===== src/rtl/vector_display_engine.sv =====
// rtl/vector_display_engine.sv - display-list driven X/Y vector beam engine
// Fetches MOVE/LINE/EOL words and steps the beam one point per clock-enable tick.
module vector_display_engine #(
  parameter int OUT_WIDTH   = 8,
  parameter int ADDR_WIDTH  = 8,
  parameter int TICK_DIV    = 100,
  parameter int BLANK_TICKS = 4
) (
  input  logic                   clk,
  input  logic                   rst,
  input  logic                   enable,
  output logic [ADDR_WIDTH-1:0]  addr,
  input  logic [2*OUT_WIDTH+1:0] data_in,
  output logic [OUT_WIDTH-1:0]   x_ch,
  output logic [OUT_WIDTH-1:0]   y_ch,
  output logic                   blank,
  output logic                   busy,
  output logic                   frame_done
);
  localparam int EW = OUT_WIDTH + 2;

  typedef enum logic [2:0] {S_IDLE, S_FETCH, S_DECODE, S_MOVE, S_DRAW, S_EOL} state_t;
  state_t state, state_nx;

  logic [15:0]          tick_cnt;
  logic                 tick;
  logic                 w_pos, w_line;
  logic [OUT_WIDTH-1:0] w_x, w_y;
  logic [OUT_WIDTH-1:0] cur_x, cur_y, tgt_x, tgt_y;
  logic signed [EW-1:0] dx_q, dy_q, err_q;
  logic                 sx_neg, sy_neg;
  logic [15:0]          move_cnt;

  logic signed [EW-1:0] diff_x, diff_y, abs_dx, nabs_dy, err_nx;
  logic signed [EW:0]   e2;
  logic                 step_x, step_y, at_target, move_done, draw_done, prim_done;

  assign w_pos  = data_in[0];
  assign w_line = data_in[1];
  assign w_x    = data_in[OUT_WIDTH+1:2];
  assign w_y    = data_in[2*OUT_WIDTH+1:OUT_WIDTH+2];
  assign tick   = (tick_cnt == 16'(TICK_DIV - 1));

  always_ff @(posedge clk or negedge rst) begin
    if (!rst) tick_cnt <= '0;
    else if (tick) tick_cnt <= '0;
    else tick_cnt <= tick_cnt + 16'd1;
  end

  // Minor-axis ties defer the y step, so shallow lines advance along x first.
  always_comb begin
    diff_x    = $signed({2'b00, w_x}) - $signed({2'b00, cur_x});
    diff_y    = $signed({2'b00, w_y}) - $signed({2'b00, cur_y});
    abs_dx    = diff_x[EW-1] ? -diff_x : diff_x;
    nabs_dy   = diff_y[EW-1] ? diff_y : -diff_y;
    e2        = {err_q, 1'b0};
    step_x    = (e2 >= dy_q);
    step_y    = (e2 < dx_q);
    err_nx    = err_q;
    if (step_x) err_nx = err_nx + dy_q;
    if (step_y) err_nx = err_nx + dx_q;
    at_target = (x_ch == tgt_x) && (y_ch == tgt_y);
    move_done = tick && (move_cnt == 16'(BLANK_TICKS - 1));
    draw_done = tick && at_target;
    prim_done = ((state == S_MOVE) && move_done) || ((state == S_DRAW) && draw_done);
  end

  always_ff @(posedge clk or negedge rst) begin
    if (!rst) state <= S_IDLE;
    else state <= state_nx;
  end

  always_comb begin
    state_nx = state;
    busy     = (state != S_IDLE);
    case (state)
      S_IDLE:   if (enable) state_nx = S_FETCH;
      S_FETCH:  state_nx = S_DECODE;
      S_DECODE: state_nx = w_pos ? S_MOVE : (w_line ? S_DRAW : S_EOL);
      S_MOVE:   if (move_done) state_nx = enable ? S_FETCH : S_IDLE;
      S_DRAW:   if (draw_done) state_nx = enable ? S_FETCH : S_IDLE;
      S_EOL:    state_nx = enable ? S_FETCH : S_IDLE;
      default:  state_nx = S_IDLE;
    endcase
  end

  always_ff @(posedge clk or negedge rst) begin
    if (!rst) begin
      addr       <= '0;
      x_ch       <= '0;
      y_ch       <= '0;
      cur_x      <= '0;
      cur_y      <= '0;
      tgt_x      <= '0;
      tgt_y      <= '0;
      dx_q       <= '0;
      dy_q       <= '0;
      err_q      <= '0;
      sx_neg     <= 1'b0;
      sy_neg     <= 1'b0;
      move_cnt   <= '0;
      blank      <= 1'b1;
      frame_done <= 1'b0;
    end else begin
      frame_done <= 1'b0;
      case (state)
        S_DECODE: begin
          tgt_x    <= w_x;
          tgt_y    <= w_y;
          move_cnt <= '0;
          if (w_pos) begin
            x_ch <= w_x;
            y_ch <= w_y;
          end else if (w_line) begin
            x_ch   <= cur_x;
            y_ch   <= cur_y;
            blank  <= 1'b0;
            dx_q   <= abs_dx;
            dy_q   <= nabs_dy;
            err_q  <= abs_dx + nabs_dy;
            sx_neg <= diff_x[EW-1];
            sy_neg <= diff_y[EW-1];
          end else begin
            addr       <= '0;
            frame_done <= 1'b1;
          end
        end
        S_MOVE: if (tick) move_cnt <= move_cnt + 16'd1;
        S_DRAW: begin
          if (tick && !at_target) begin
            err_q <= err_nx;
            if (step_x) x_ch <= sx_neg ? x_ch - 1'b1 : x_ch + 1'b1;
            if (step_y) y_ch <= sy_neg ? y_ch - 1'b1 : y_ch + 1'b1;
          end
        end
        default: ;
      endcase
      if (prim_done) begin
        cur_x <= tgt_x;
        cur_y <= tgt_y;
        blank <= 1'b1;
        if (addr == '1) begin
          addr       <= '0;
          frame_done <= 1'b1;
        end else begin
          addr <= addr + 1'b1;
        end
      end
    end
  end
endmodule


===== config.mk =====
export PLATFORM = sky130hd
export DESIGN_NAME = vector_display_engine
export DESIGN_NICKNAME = d
export VERILOG_FILES = /design/src/rtl/vector_display_engine.sv
export SDC_FILE = /design/constraint.sdc
export NUM_CORES = 1
export LEC_CHECK = 0
export BUFFER_PORTS_ARGS = -buffer_cell sky130_fd_sc_hd__buf_2
export CORE_ASPECT_RATIO = 0.5
export CORE_MARGIN = 5
export CORE_UTILIZATION = 35
export CTS_BUF_LIST = sky130_fd_sc_hd__clkbuf_4 sky130_fd_sc_hd__clkbuf_8
export CTS_CLUSTER_SIZE = 12
export DETAILED_ROUTE_END_ITERATION = 6
export SETUP_SLACK_MARGIN = 0.15
export SYNTH_ARGS = -nofsm -noshare
export SYNTH_HDL_FRONTEND = slang
export SYNTH_SLANG_ARGS = --single-unit

===== constraint.sdc =====
create_clock -name clk -period 12.2 [get_ports clk]
set_input_delay 1.22 -clock clk [delete_from_list [all_inputs] [get_ports clk]]
set_output_delay 1.22 -clock clk [all_outputs]
set_load 0.03 [all_outputs]

**Yosys cells after proc, flatten, opt, wreduce, memory -nomap -nowiden**

Index checks and enable logic that the tools add are counted.

- Register bits: 125
- Input bits: 21
- Logic and storage cells: 122

- Add/subtract/negate cells: 14
- Magnitude comparators: 2
- Equality and inequality tests: 22
- Multiplexer cells: 44
- Bitwise operators: 1
- Reduce and logical (&&, ||, !) cells: 22

Operators by type and width:

| operator | number |
|---|---|
| 2-to-1 mux 8 bit | 15 |
| 2-to-1 mux 10 bit | 7 |
| adder 16 x 1 -> 16 bit, second input constant | 2 |
| 2-to-1 mux 16 bit | 2 |
| one-hot mux 16 bit (2 select lines) | 1 |
| one-hot mux 8 bit (2 select lines) | 2 |
| adder 10 bit | 3 |
| adder 8 x 1 -> 8 bit, second input constant | 3 |
| negation 9 -> 10 bit | 2 |
| one-hot mux 10 bit (2 select lines) | 1 |
| one-hot mux 3 bit (6 select lines) | 1 |
| subtractor 8 x 8 -> 9 bit | 2 |
| == test 16 x 2 -> 1 bit, second input constant | 1 |
| == test 16 x 7 -> 1 bit, second input constant | 1 |
| == test 8 bit | 2 |
| inequality test 2 bit, second input constant | 8 |
| subtractor 8 x 1 -> 8 bit, second input constant | 2 |
| 2-to-1 mux 3 bit | 4 |
| AND reduction 3 bit | 4 |
| AND reduction 4 bit | 3 |
| >= comparator 11 x 10 -> 1 bit | 1 |
| < comparator 11 x 10 -> 1 bit | 1 |
| 2-to-1 mux 1 bit | 11 |
| == test 8 bit, second input constant | 1 |
| 13 further kinds | 25 |

**Longest topological paths before layout**

Gate-level depths: netlist of the first run.

- Depth after elaboration: 7
- Depth in mapped cells: 20

**Worst setup path after synthesis of the first run**

OpenSTA, ideal clock, no wires.

- Kind: input-to-reg
- From: input port data_in[10]
- To: register err_q[9]
- Arrival time: 4.950 ns
- Data required time: 12.135 ns
- Path slack: 7.185 ns
- Cell stages on the path: 19
- Cells stage by stage: inv_1 -> ha_1 -> inv_1 -> fa_1 -> a211oi_1 -> o21bai_1 -> a21oi_1 -> o21bai_1 -> a21oi_2 -> mux2_2 -> ha_1 -> a21oi_1 -> nor2b_1 -> o31a_1 -> o41ai_1 -> o21ai_0 -> xor2_1 -> a211oi_1 -> a21o_1

- Longest elaborated chain between the ends: 7

RTL lines:

| item | RTL line | text |
|---|---|---|
| start: declaration | 13 | `input logic [2*OUT_WIDTH+1:0] data_in,` |
| subtractor 8 x 8 -> 9 bit * | 53 | `diff_y = $signed({2'b00, w_y}) - $signed({2'b00, cur_y});` |
| negation 9 -> 10 bit | 55 | `nabs_dy = diff_y[EW-1] ? diff_y : -diff_y;` |
| 2-to-1 mux 10 bit * | 55 |  |
| via nabs_dy[1] | 34 | `logic signed [EW-1:0] diff_x, diff_y, abs_dx, nabs_dy, err_nx;` |
| adder 10 bit * | 120 | `err_q <= abs_dx + nabs_dy;` |
| 2-to-1 mux 10 bit * | 114 | `end else if (w_line) begin` |
| 2-to-1 mux 10 bit * | 111 | `if (w_pos) begin` |
| one-hot mux 10 bit (2 select lines) * | 106 | `case (state)` |
| end signal: assignment | 120 |  |
| end signal: assignment | 131 | `err_q <= err_nx;` |
| end: declaration | 30 | `logic signed [EW-1:0] dx_q, dy_q, err_q;` |

The timed path passes the listed nets; every way through them passes the cells marked *. The select of a mux whose other input is x is not followed.
A chain may end at the register's enable or synchronous reset.

**Worst setup path in the final report of the first run**

Ends and elaborated chain as after synthesis.

==> impl_metrics.json, run 1 <==
{
  "syn_area_per_cell_sq_um": 9.011,
  "syn-num-nets": 1115,
  "worst_path_largest_cell_delay_ns": 0.44,
  "overflow": 0,
  "place_congestion": 0.9142,
  "cp-end-kind": "register",
  "postRouteAntennaNets": 0,
  "clkLatencyLatePin_ns": 0.45,
  "io_buffer_count": 47,
  "final.setup_skew_ns": 0.01520,
  "dp_slack_ns": 6.646,
  "cts_tree": "built",
  "wl_per_cell_um": 15.86,
  "hpwl_mm": 16.70,
  "drive_gt1_frac": 0.1297,
  "post_cts_buffers": 0,
  "die_x_um": 237.7,
  "ys.flop_type": "dfrtp_1",
  "fmax_mhz": 195.1,
  "min_period_ns": 5.125,
  "antenna_found_initial": 0,
  "firstDrtPassIters": 5,
  "h-tree-depth": 4,
  "diodes": 0,
  "clk_pin_slew_ns": 0.07,
  "drt_wl_total_mm": 22.32,
  "root_buffer": "clkbuf_8",
  "power_leakage_nw": 4.532,
  "clkSinkCount": 125,
  "worstPathArrival_ns": 5.51,
  "finalSetupViolations": 0,
  "ir_worst_vdd_mv": 0.1100,
  "grt_pass1_wl_mm": 37.87,
  "synth-edff-count": 0,
  "ys_async_sr_fraction": 1.000,
  "timing.final.hold_violations": 0,
  "outcome": "completed",
  "core.rowCount": 41,
  "post_cts_resize_count": 0,
  "die_y_um": 123.9,
  "cts_hold_buf": 0,
  "synth-seq-area-share": 0.3449,
  "slew_headroom": 0.3063,
  "numCtsBuffers": 17,
  "core_sq_um": 25340,
  "worstMarginPinSlew_ns": 1.041,
  "fin_ws_ns": 7.075,
  "syn_to_final_growth_pct": 11.20,
  "fin_nets": 1159,
  "maxCapViolations": 0,
  "syn_area_sq_um": 9074,
  "grt_usage": 0.1580,
  "vias": 7375,
  "critPathSlowestCell": "mux2_2",
  "postSynthCellCount": 1007,
  "yosys_warnings": 0,
  "synth-seq-cells": 125,
  "grt_pass1_vias": 7354,
  "io-pin-count": 48,
  "drv_slew": 0,
  "crit_path_cell_trace": "buf_2, inv_1, ha_1, inv_1, fa_1, a211oi_1, o21bai_1, a21oi_1, o21bai_1, a21oi_2, mux2_2, ha_1, a21oi_1, nor2b_1, o31a_1, o41ai_1, o21ai_0, xor2_1, a211oi_1, a21o_1",
  "route.detailed.drc": 0,
  "finalCritPeriodShare": 0.4201,
  "fin_tns_setup_ns": 0,
  "worstHoldPathType": "reg2reg",
  "grt_max_degree": 81,
  "initial_utilization": 0.3581,
  "clk_path_buf_depth": 2,
  "p_per_area_nw_per_um2": 270.1,
  "critPathMaxFanout": 8,
  "startpoint_type": "primary input",
  "worstPathRequired_ns": 12.59,
  "setup.worst_path.class": "in2reg",
  "die_area_sq_um": 29440,
  "drt_first_iter_violations": 496,
  "synthDistinctLibCells": 70,
  "rsz0062_at_grt": "false",
  "viasPerCell": 5.238
}
## layout by cell type (no fill, tap or decap), types with 6 or more instances in the layout
master and count:
a21o_1 12, a21oi_1 48, and2_1 6, and3_1 12, buf_2 46, buf_4 7, clkbuf_8 23, dfrtp_1 124
fa_1 7, ha_1 80, inv_1 64, mux2_2 31, mux2i_1 19, nand2_1 120, nand2b_1 8, nand3_1 20
nand4_1 15, nor2_1 77, nor2b_1 20, nor3_1 17, nor4_1 7, o21a_1 10, o21ai_0 88, o31ai_1 7
o41ai_1 7, or3_1 11, xnor2_1 65, xor2_1 30
## metrics by stage
stage            util  std cells  total power [mW]  instance area (sq um)  hold slack, ns
6_report       0.3981       1408             2.726                  10090          0.4894
4_1_cts        0.3981       1408             2.736                  10090          0.4949
2_1_floorplan       -       1007             1.947                   9074          0.4479
5_1_grt        0.3981       1408             2.983                  10090          0.5050
3_3_place_gp   0.3815       1376             2.293                   9668          0.4695
3_5_place_dp   0.3815       1376             2.338                   9668          0.4791
## worst max-delay path, delay by kind of cell
family | cells | cell delay (ns)
compound gates | 11 | 2.50
xor+xnor | 1 | 0.17
fa+ha+maj | 3 | 0.87
buf+inv | 3 | 0.23
mux | 1 | 0.44
simple gates | 1 | 0.07
## where the power goes
| group | total (mW) | internal, mW | switching, mW |
|---|---|---|---|
| registers | 0.684 | 0.530 | 0.154 |
| clock network | 0.386 | 0.220 | 0.166 |
| logic | 1.66 | 0.714 | 0.941 |
| total | 2.73 | 1.46 | 1.26 |
## kinds of logic after synthesis
kind of cell / after synthesis / synth area share
and+or+nand+nor: 331 / 0.1760
muxes: 52 / 0.06315
buffers and inverters: 92 / 0.03985
adders and majority gates: 87 / 0.1258
xor gates and xnor gates: 95 / 0.09170
AOI/OAI and AO/OA: 225 / 0.1587
DFF: 125 / 0.3449
## Yosys cell counts (all sizes together) (5+ instances only)
cell    count  area share
or3        11      0.0076
o22ai       5      0.0034
a21o       12      0.0099
nor3       18       0.011
clkbuf     17      0.0070
mux2       32       0.040
xor2       30       0.029
o41ai       7      0.0068
nor2b      20       0.014
xnor2      65       0.063
nand3      20       0.011
fa          7       0.015
o21ai      89       0.049
a211oi      6      0.0066
and3       12      0.0083
o21a       10      0.0083
and2        6      0.0041
dfrtp     124        0.34
ha         80        0.11
buf        11      0.0063
o31ai       8      0.0081
nand4      16       0.012
nand2     120       0.050
mux2i      20       0.023
a21oi      50       0.028
o211ai      5      0.0041
inv        64       0.026
nand2b      8      0.0055
nor2       79       0.034
nor4        9      0.0076
## final timing paths
check,start,to,slack [ns],depth (start not counted)
worst min-delay path,tick_cnt[0]$_DFF_PN0_,tick_cnt[0]$_DFF_PN0_,0.49,1
worst min register to register,tick_cnt[0]$_DFF_PN0_,tick_cnt[0]$_DFF_PN0_,0.49,1
worst max-delay path,data_in[10],err_q[9]$_DFFE_PN0P_,7.08,20
min in group asynchronous,rst,tick_cnt[11]$_DFF_PN0_,0.78,1
max in group asynchronous,rst,move_cnt[8]$_DFFE_PN0P_,9.95,2
worst max register to register,dy_q[2]$_DFFE_PN0P_,err_q[9]$_DFFE_PN0P_,7.63,17
## area by class of cell
type / instances / area [sq um]
clock buffer: 26 / 339.1
clock inverter: 6 / 82.58
fill: 2539 / 15250
inverter: 64 / 240.2
multi-input combinational: 790 / 5585
sequential: 125 / 3129
tap: 344 / 430.4
timing repair buffer: 53 / 282.8
## layer usage
layer | global-route usage | up-vias | part of all wire
met3 | 0.02301 | 28 | 0.025
met4 | 0.05476 | 0 | 0.020
met2 | 0.2653 | 101 | 0.47
li1 | - | 3638 | -
met1 | 0.2118 | 3608 | 0.48
met5 | 0 | - | 0
## sequential cells by signal, summed over array words and instances (netlist names), 10 cells and up
register	cells
tick_cnt	16
dy_q	10
dx_q	10
move_cnt	16
err_q	10
Note: power is estimated with default switching activity, not from simulation.
==> run 2: changes to the inputs <==
- clock period: 12.2 -> 4.65 ns (I/O delays scaled with it)
==> run 2 against run 1 <==
Net effect: hold slack got worse by 0.24 ns; non-clock buffer count is 8 higher; utilization grew 0.32 points; flip-flop and latch count unchanged; first-iteration DRC count shrank 8.1%; global-route usage hardly changed; wire length grew 2.6%; design area increased by 0.81%; via count is 0.26% higher; largest cell class unchanged.
==> impl_metrics.json, run 2 (synthesis gave the netlist of run 1 again) <==
{
  "finalCritPeriodShare": 0.9444,
  "root_buffer": "clkbuf_8",
  "maxCapViolations": 0,
  "firstDrtPassIters": 5,
  "worstPathArrival_ns": 4.73,
  "timing.final.hold_violations": 0,
  "grt_usage": 0.1579,
  "multiInputGateArea_sq_um": 5612,
  "stdcell_count": 1417,
  "final.setup_skew_ns": 0.01678,
  "power_leakage_nw": 4.568,
  "die_area_sq_um": 29440,
  "place_congestion": 0.9111,
  "die_x_um": 237.7,
  "clkSinkCount": 125,
  "route.detailed.drc": 0,
  "grt_pass1_wl_mm": 37.52,
  "syn_to_final_growth_pct": 12.09,
  "vias": 7394,
  "worstMarginPinSlew_ns": 0.9935,
  "post_dp_cell_area_sq_um": 9721,
  "initial_utilization": 0.3581,
  "cts_tree": "built",
  "wl_per_cell_um": 16.16,
  "h-tree-depth": 4,
  "antenna_found_initial": 1,
  "core_sq_um": 25340,
  "finalPower_mw": 7.293,
  "largest_registers": "move_cnt (16), tick_cnt (16)",
  "r2r_setup_slack_ns": 0.26,
  "slew_headroom": 0.3377,
  "core.rowCount": 41,
  "cp-end-kind": "register",
  "worstPathRequired_ns": 4.99,
  "postRouteAntennaNets": 0,
  "drt_first_iter_violations": 456,
  "fin_nets": 1167,
  "fin_tns_setup_ns": 0,
  "grt_pass1_vias": 7292,
  "critical-path-top-delay-family": "compound AO/OA/AOI/OAI gates",
  "seqCellArea_sq_um": 3129,
  "final_cell_mix": "dfrtp_1, nand2_1, o21ai_0, ha_1, nor2_1",
  "critPathMaxFanout": 6,
  "die_y_um": 123.9,
  "fmax_mhz": 227.7,
  "overflow": 0,
  "numCtsBuffers": 17,
  "drt_wl_total_mm": 22.90,
  "clkLatencyLatePin_ns": 0.46,
  "viasPerCell": 5.218,
  "final_common_cell": "dfrtp_1",
  "worstHoldPathType": "in2reg",
  "drv_slew": 0,
  "rsz0062_at_grt": "true",
  "fillCellCount": 2563,
  "clk_pin_slew_ns": 0.07,
  "outcome": "completed",
  "placed_cells": 1383,
  "worst_path_largest_cell_delay_ns": 0.42,
  "hpwl_mm": 17.18,
  "drive_gt1_frac": 0.1371,
  "startpoint_type": "register",
  "critPathSlowestCell": "or3_1",
  "crit_path_cell_trace": "inv_1, ha_1, a21oi_1, a211oi_2, or3_1, mux2i_4, buf_4, mux2_2, ha_1, or3_1, o211a_1, o21a_1, o21ai_0, o311ai_0, xor2_1, a21o_1",
  "p_per_area_nw_per_um2": 717.1,
  "min_period_ns": 4.392,
  "finalSetupViolations": 0,
  "setup.worst_path.class": "reg2reg",
  "io_buffer_count": 47,
  "post_cts_buffers": 0,
  "ir_worst_vdd_mv": 0.3218,
  "grt_max_degree": 55,
  "clk_path_buf_depth": 2,
  "fin_area_sq_um": 10170,
  "io-pin-count": 48,
  "critPathBufInv": 2
}
==> run 2: cell types whose count changed in the layout (fill, tap and decap cells not counted), sizes merged <==
cell,previous run,this run
inv,64,65
bufinv,2,3
buf,53,60
dlygate4sd3,0,1
clkinvlp,1,3
clkbuf,26,21
diode,0,1
clkinv,3,4
==> run 2: what timing repair did <==
action                                  CTS  global route
hold buffers                              1             0
endpoints found under the setup margin    0             3
endpoints found under the hold margin    39             0
resized for setup                         0             3
==> run 2: through the flow <==
step	hold slack, ns	util	worst slack (ns)
after global routing	0.2322	0.4014	0.07627
final	0.2515	0.4014	0.2584
after detailed placement	0.4750	0.3836	0.07979
after global placement	0.4706	0.3836	0.2231
after CTS	0.2167	0.4002	0.2493
after floorplan	0.1694	-	0.3898
==> run 2: per-layer routing <==
| metal | share of wire | GRT usage |
|---|---|---|
| met1 | 0.49 | 0.2111 |
| met2 | 0.46 | 0.2694 |
| met3 | 0.025 | 0.02035 |
| met4 | 0.018 | 0.05151 |
| met5 | 0 | 0 |
==> run 2: final timing paths <==
check / from / endpoint / cells past startpoint
min in group asynchronous: rst / tick_cnt[10]$_DFF_PN0_ / 2
max in group asynchronous: rst / dy_q[1]$_DFFE_PN0P_ / 3
max reg2reg: dy_q[2]$_DFFE_PN0P_ / err_q[9]$_DFFE_PN0P_ / 16
min reg2reg: dy_q[9]$_DFFE_PN0P_ / dy_q[9]$_DFFE_PN0P_ / 2
min: data_in[12] / tgt_y[2]$_DFFE_PN0P_ / 3
max: dy_q[2]$_DFFE_PN0P_ / err_q[9]$_DFFE_PN0P_ / 16
==> run 2: worst register-to-register path: stages (launching register included) <==
cell and delay (ns):
dfrtp_1 0.41, inv_1 0.06, ha_1 0.31, a21oi_1 0.22, a211oi_2 0.12, or3_1 0.42
mux2i_4 0.33, buf_4 0.25, mux2_2 0.36, ha_1 0.21, or3_1 0.36, o211a_1 0.23
o21a_1 0.18, o21ai_0 0.16, o311ai_0 0.23, xor2_1 0.25, a21o_1 0.20
==> run 2: cell type report <==
class / count / area share
Multi-Input combinational cell: 790 / 0.5517
Sequential cell: 125 / 0.3077
Tap cell: 344 / 0.04232
Timing Repair Buffer: 61 / 0.03395
Clock buffer: 21 / 0.02657
Inverter: 64 / 0.02362
Clock inverter: 11 / 0.01390
Antenna cell: 1 / 0.0002460
==> run 2: power by group <==
| part | leakage [nW] | internal, mW | switching [mW] |
|---|---|---|---|
| logic | 2.76 | 1.93 | 2.55 |
| registers | 1.61 | 1.39 | 0.411 |
| clock network | 0.206 | 0.559 | 0.451 |
| total | 4.57 | 3.88 | 3.41 |
==> run 3: changes to the inputs <==
==> constraint.sdc (replaced) <==
create_clock -name clk -period 3.65 [get_ports clk]
set_input_delay 0.1825 -clock clk [delete_from_list [all_inputs] [get_ports clk]]
set_output_delay 0.1825 -clock clk [all_outputs]
set_load 0.03 [all_outputs]
==> run 3 against run 2 <==
Net effect: the flow now finishes with violations (setup timing); global-route usage increased by 1.2 points; hold slack got worse by 0.22 ns; die area unchanged; final cell count increased by 6.8%; critical path depth increased by 2; critical endpoint is now err_q[8]$_DFFE_PN0P_.
==> impl_metrics.json, run 3 (synthesis gave the netlist of run 1 again) <==
{
  "drt_wl_total_mm": 24.04,
  "die_x_um": 237.7,
  "p_per_area_nw_per_um2": 940.5,
  "clkLatencyLatePin_ns": 0.47,
  "whs_path_depth": 3,
  "largest_registers": "move_cnt (16), tick_cnt (16)",
  "wl_per_cell_um": 15.88,
  "diodes": 0,
  "drive_gt1_frac": 0.2274,
  "route.detailed.drc": 0,
  "fin_ws_ns": -0.3292,
  "io-pin-count": 48,
  "die_area_sq_um": 29440,
  "violations": "setup timing",
  "h-tree-depth": 4,
  "maxCapViolations": 0,
  "cp-end-kind": "register",
  "p_comb_frac": 0.672,
  "rr_worst_depth": 18,
  "critPathMaxFanout": 3,
  "p_seq_frac": 0.211,
  "initial_utilization": 0.3581,
  "clk_pin_slew_ns": 0.09,
  "final_common_cell": "dfrtp_1",
  "p_sw_mw": 4.772,
  "outcome": "finished with violations",
  "clockPowerShare": 0.117,
  "root_buffer": "clkbuf_8",
  "core.rowCount": 41,
  "timing.final.hold_violations": 0,
  "seqCellArea_sq_um": 3129,
  "drt_first_iter_violations": 446,
  "worstPathRequired_ns": 3.97,
  "dp_slack_ns": -0.4359,
  "worstHoldPathType": "in2reg",
  "grt_max_degree": 69,
  "ir_worst_vdd_mv": 0.5107,
  "worstPathArrival_ns": 4.30,
  "hp-start": "data_in[11]",
  "rsz0062_at_grt": "true",
  "r2r_setup_slack_ns": -0.33,
  "slew_headroom": 0.3466,
  "worstMarginPinSlew_ns": 0.9726,
  "fillCellCount": 2475,
  "holdWs_ns": 0.03119,
  "grt_pass1_wl_mm": 40.45,
  "min_period_ns": 3.979,
  "postRouteAntennaNets": 0,
  "die_y_um": 123.9,
  "vias": 7749,
  "stdcell_count": 1514,
  "finalSetupViolations": 5,
  "power.internal_mw": 5.724,
  "clk_path_buf_depth": 2,
  "hold_end": "tgt_y[1]$_DFFE_PN0P_",
  "numCtsBuffers": 17,
  "reg2reg_from": "cur_x[0]$_DFFE_PN0P_",
  "fin_nets": 1265,
  "regToRegEndpoint": "err_q[8]$_DFFE_PN0P_",
  "grt_pass1_vias": 8045,
  "power_leakage_nw": 5.083,
  "firstDrtPassIters": 5,
  "final_cell_mix": "dfrtp_1, nand2_1, buf_4, o21ai_0, nor2_1",
  "grt_usage": 0.1703,
  "finalCritPeriodShare": 1.090,
  "overflow": 0,
  "io_buffer_count": 47,
  "antenna_found_initial": 0,
  "switching_share": 0.4547,
  "syn_to_final_growth_pct": 23.00,
  "clkSinkCount": 125,
  "startpoint_type": "register",
  "fmax_mhz": 251.3,
  "cts_tree": "built",
  "multiInputGateArea_sq_um": 5828,
  "setup.worst_path.class": "reg2reg",
  "core_sq_um": 25340,
  "cp-startpoint": "cur_x[0]$_DFFE_PN0P_",
  "final.setup_skew_ns": 0.02005,
  "placed_cells": 1455,
  "place_congestion": 0.8596,
  "drv_slew": 0,
  "viasPerCell": 5.118,
  "hpwl_mm": 17.94
}
==> run 3: power by group through the flow <==
stage	Clock, mW	Combinational (mW)	Sequential (mW)
2_1_floorplan	0	4.30	2.34
3_3_place_gp	0	6.38	2.22
3_5_place_dp	0	6.54	2.23
4_1_cts	1.27	6.90	2.21
5_1_grt	1.33	7.81	2.29
6_report	1.23	7.05	2.22
==> run 3: worst max-delay path by stage <==
| stage | end | slack [ns] | cells past startpoint |
|---|---|---|---|
| CTS | err_q[8]$_DFFE_PN0P_ | -0.33 | 18 |
| global route | err_q[8]$_DFFE_PN0P_ | -0.49 | 18 |
| floorplan | err_q[9]$_DFFE_PN0P_ | -0.08 | 16 |
| finish | err_q[8]$_DFFE_PN0P_ | -0.33 | 18 |
| detailed placement | err_q[9]$_DFFE_PN0P_ | -0.44 | 20 |
| global placement | err_q[9]$_DFFE_PN0P_ | -0.40 | 20 |
==> run 3: what timing repair did <==
action | CTS | global route
setup buffers | 6 | 6
pin swaps | 6 | 10
setup endpoints to repair | 7 | 7
hold buffers | 15 | 0
gates resized for setup | 21 | 15
endpoints found under the hold margin | 80 | 0
==> run 3: metrics by stage <==
| step | utilization | area, sq um | total power [mW] | setup TNS [ns] |
|---|---|---|---|---|
| 2_1_floorplan | - | 9188 | 6.644 | -0.1287 |
| 3_3_place_gp | 0.4099 | 10390 | 8.593 | -1.221 |
| 3_5_place_dp | 0.4099 | 10390 | 8.776 | -1.647 |
| 4_1_cts | 0.4360 | 11050 | 10.38 | -0.8503 |
| 5_1_grt | 0.4404 | 11160 | 11.43 | -2.092 |
| 6_report | 0.4404 | 11160 | 10.50 | -0.9604 |
==> run 3: cell type report <==
cell class,count,share of cell area
repair buffers,159,0.1029
inverters,64,0.02152
clock inverters,15,0.01345
flip-flops and latches,125,0.2804
multi-input cells,790,0.5222
clock buffers,17,0.02096
well taps,344,0.03857
==> run 3: worst max-delay path: stages, from the launching register on <==
cell       delay, ns
dfrtp_1         0.36
ha_2            0.18
inv_1           0.05
fa_2            0.34
a21o_1          0.20
a21oi_2         0.16
nor2b_2         0.07
o221ai_2        0.24
o2bb2ai_4       0.17
mux2_4          0.36
fa_2            0.40
a21o_1          0.18
a21oi_2         0.18
nor2b_1         0.08
o21a_1          0.20
o41ai_2         0.27
xnor2_1         0.12
o22ai_1         0.20
a21oi_1         0.07
==> run 3: per-layer routing <==
metal | vias to the layer above | track usage | share of wire
met5 | - | 0 | 0
met4 | 0 | 0.05079 | 0.020
met3 | 34 | 0.02898 | 0.037
met2 | 137 | 0.2888 | 0.47
met1 | 3727 | 0.2265 | 0.48
li1 | 3851 | - | -
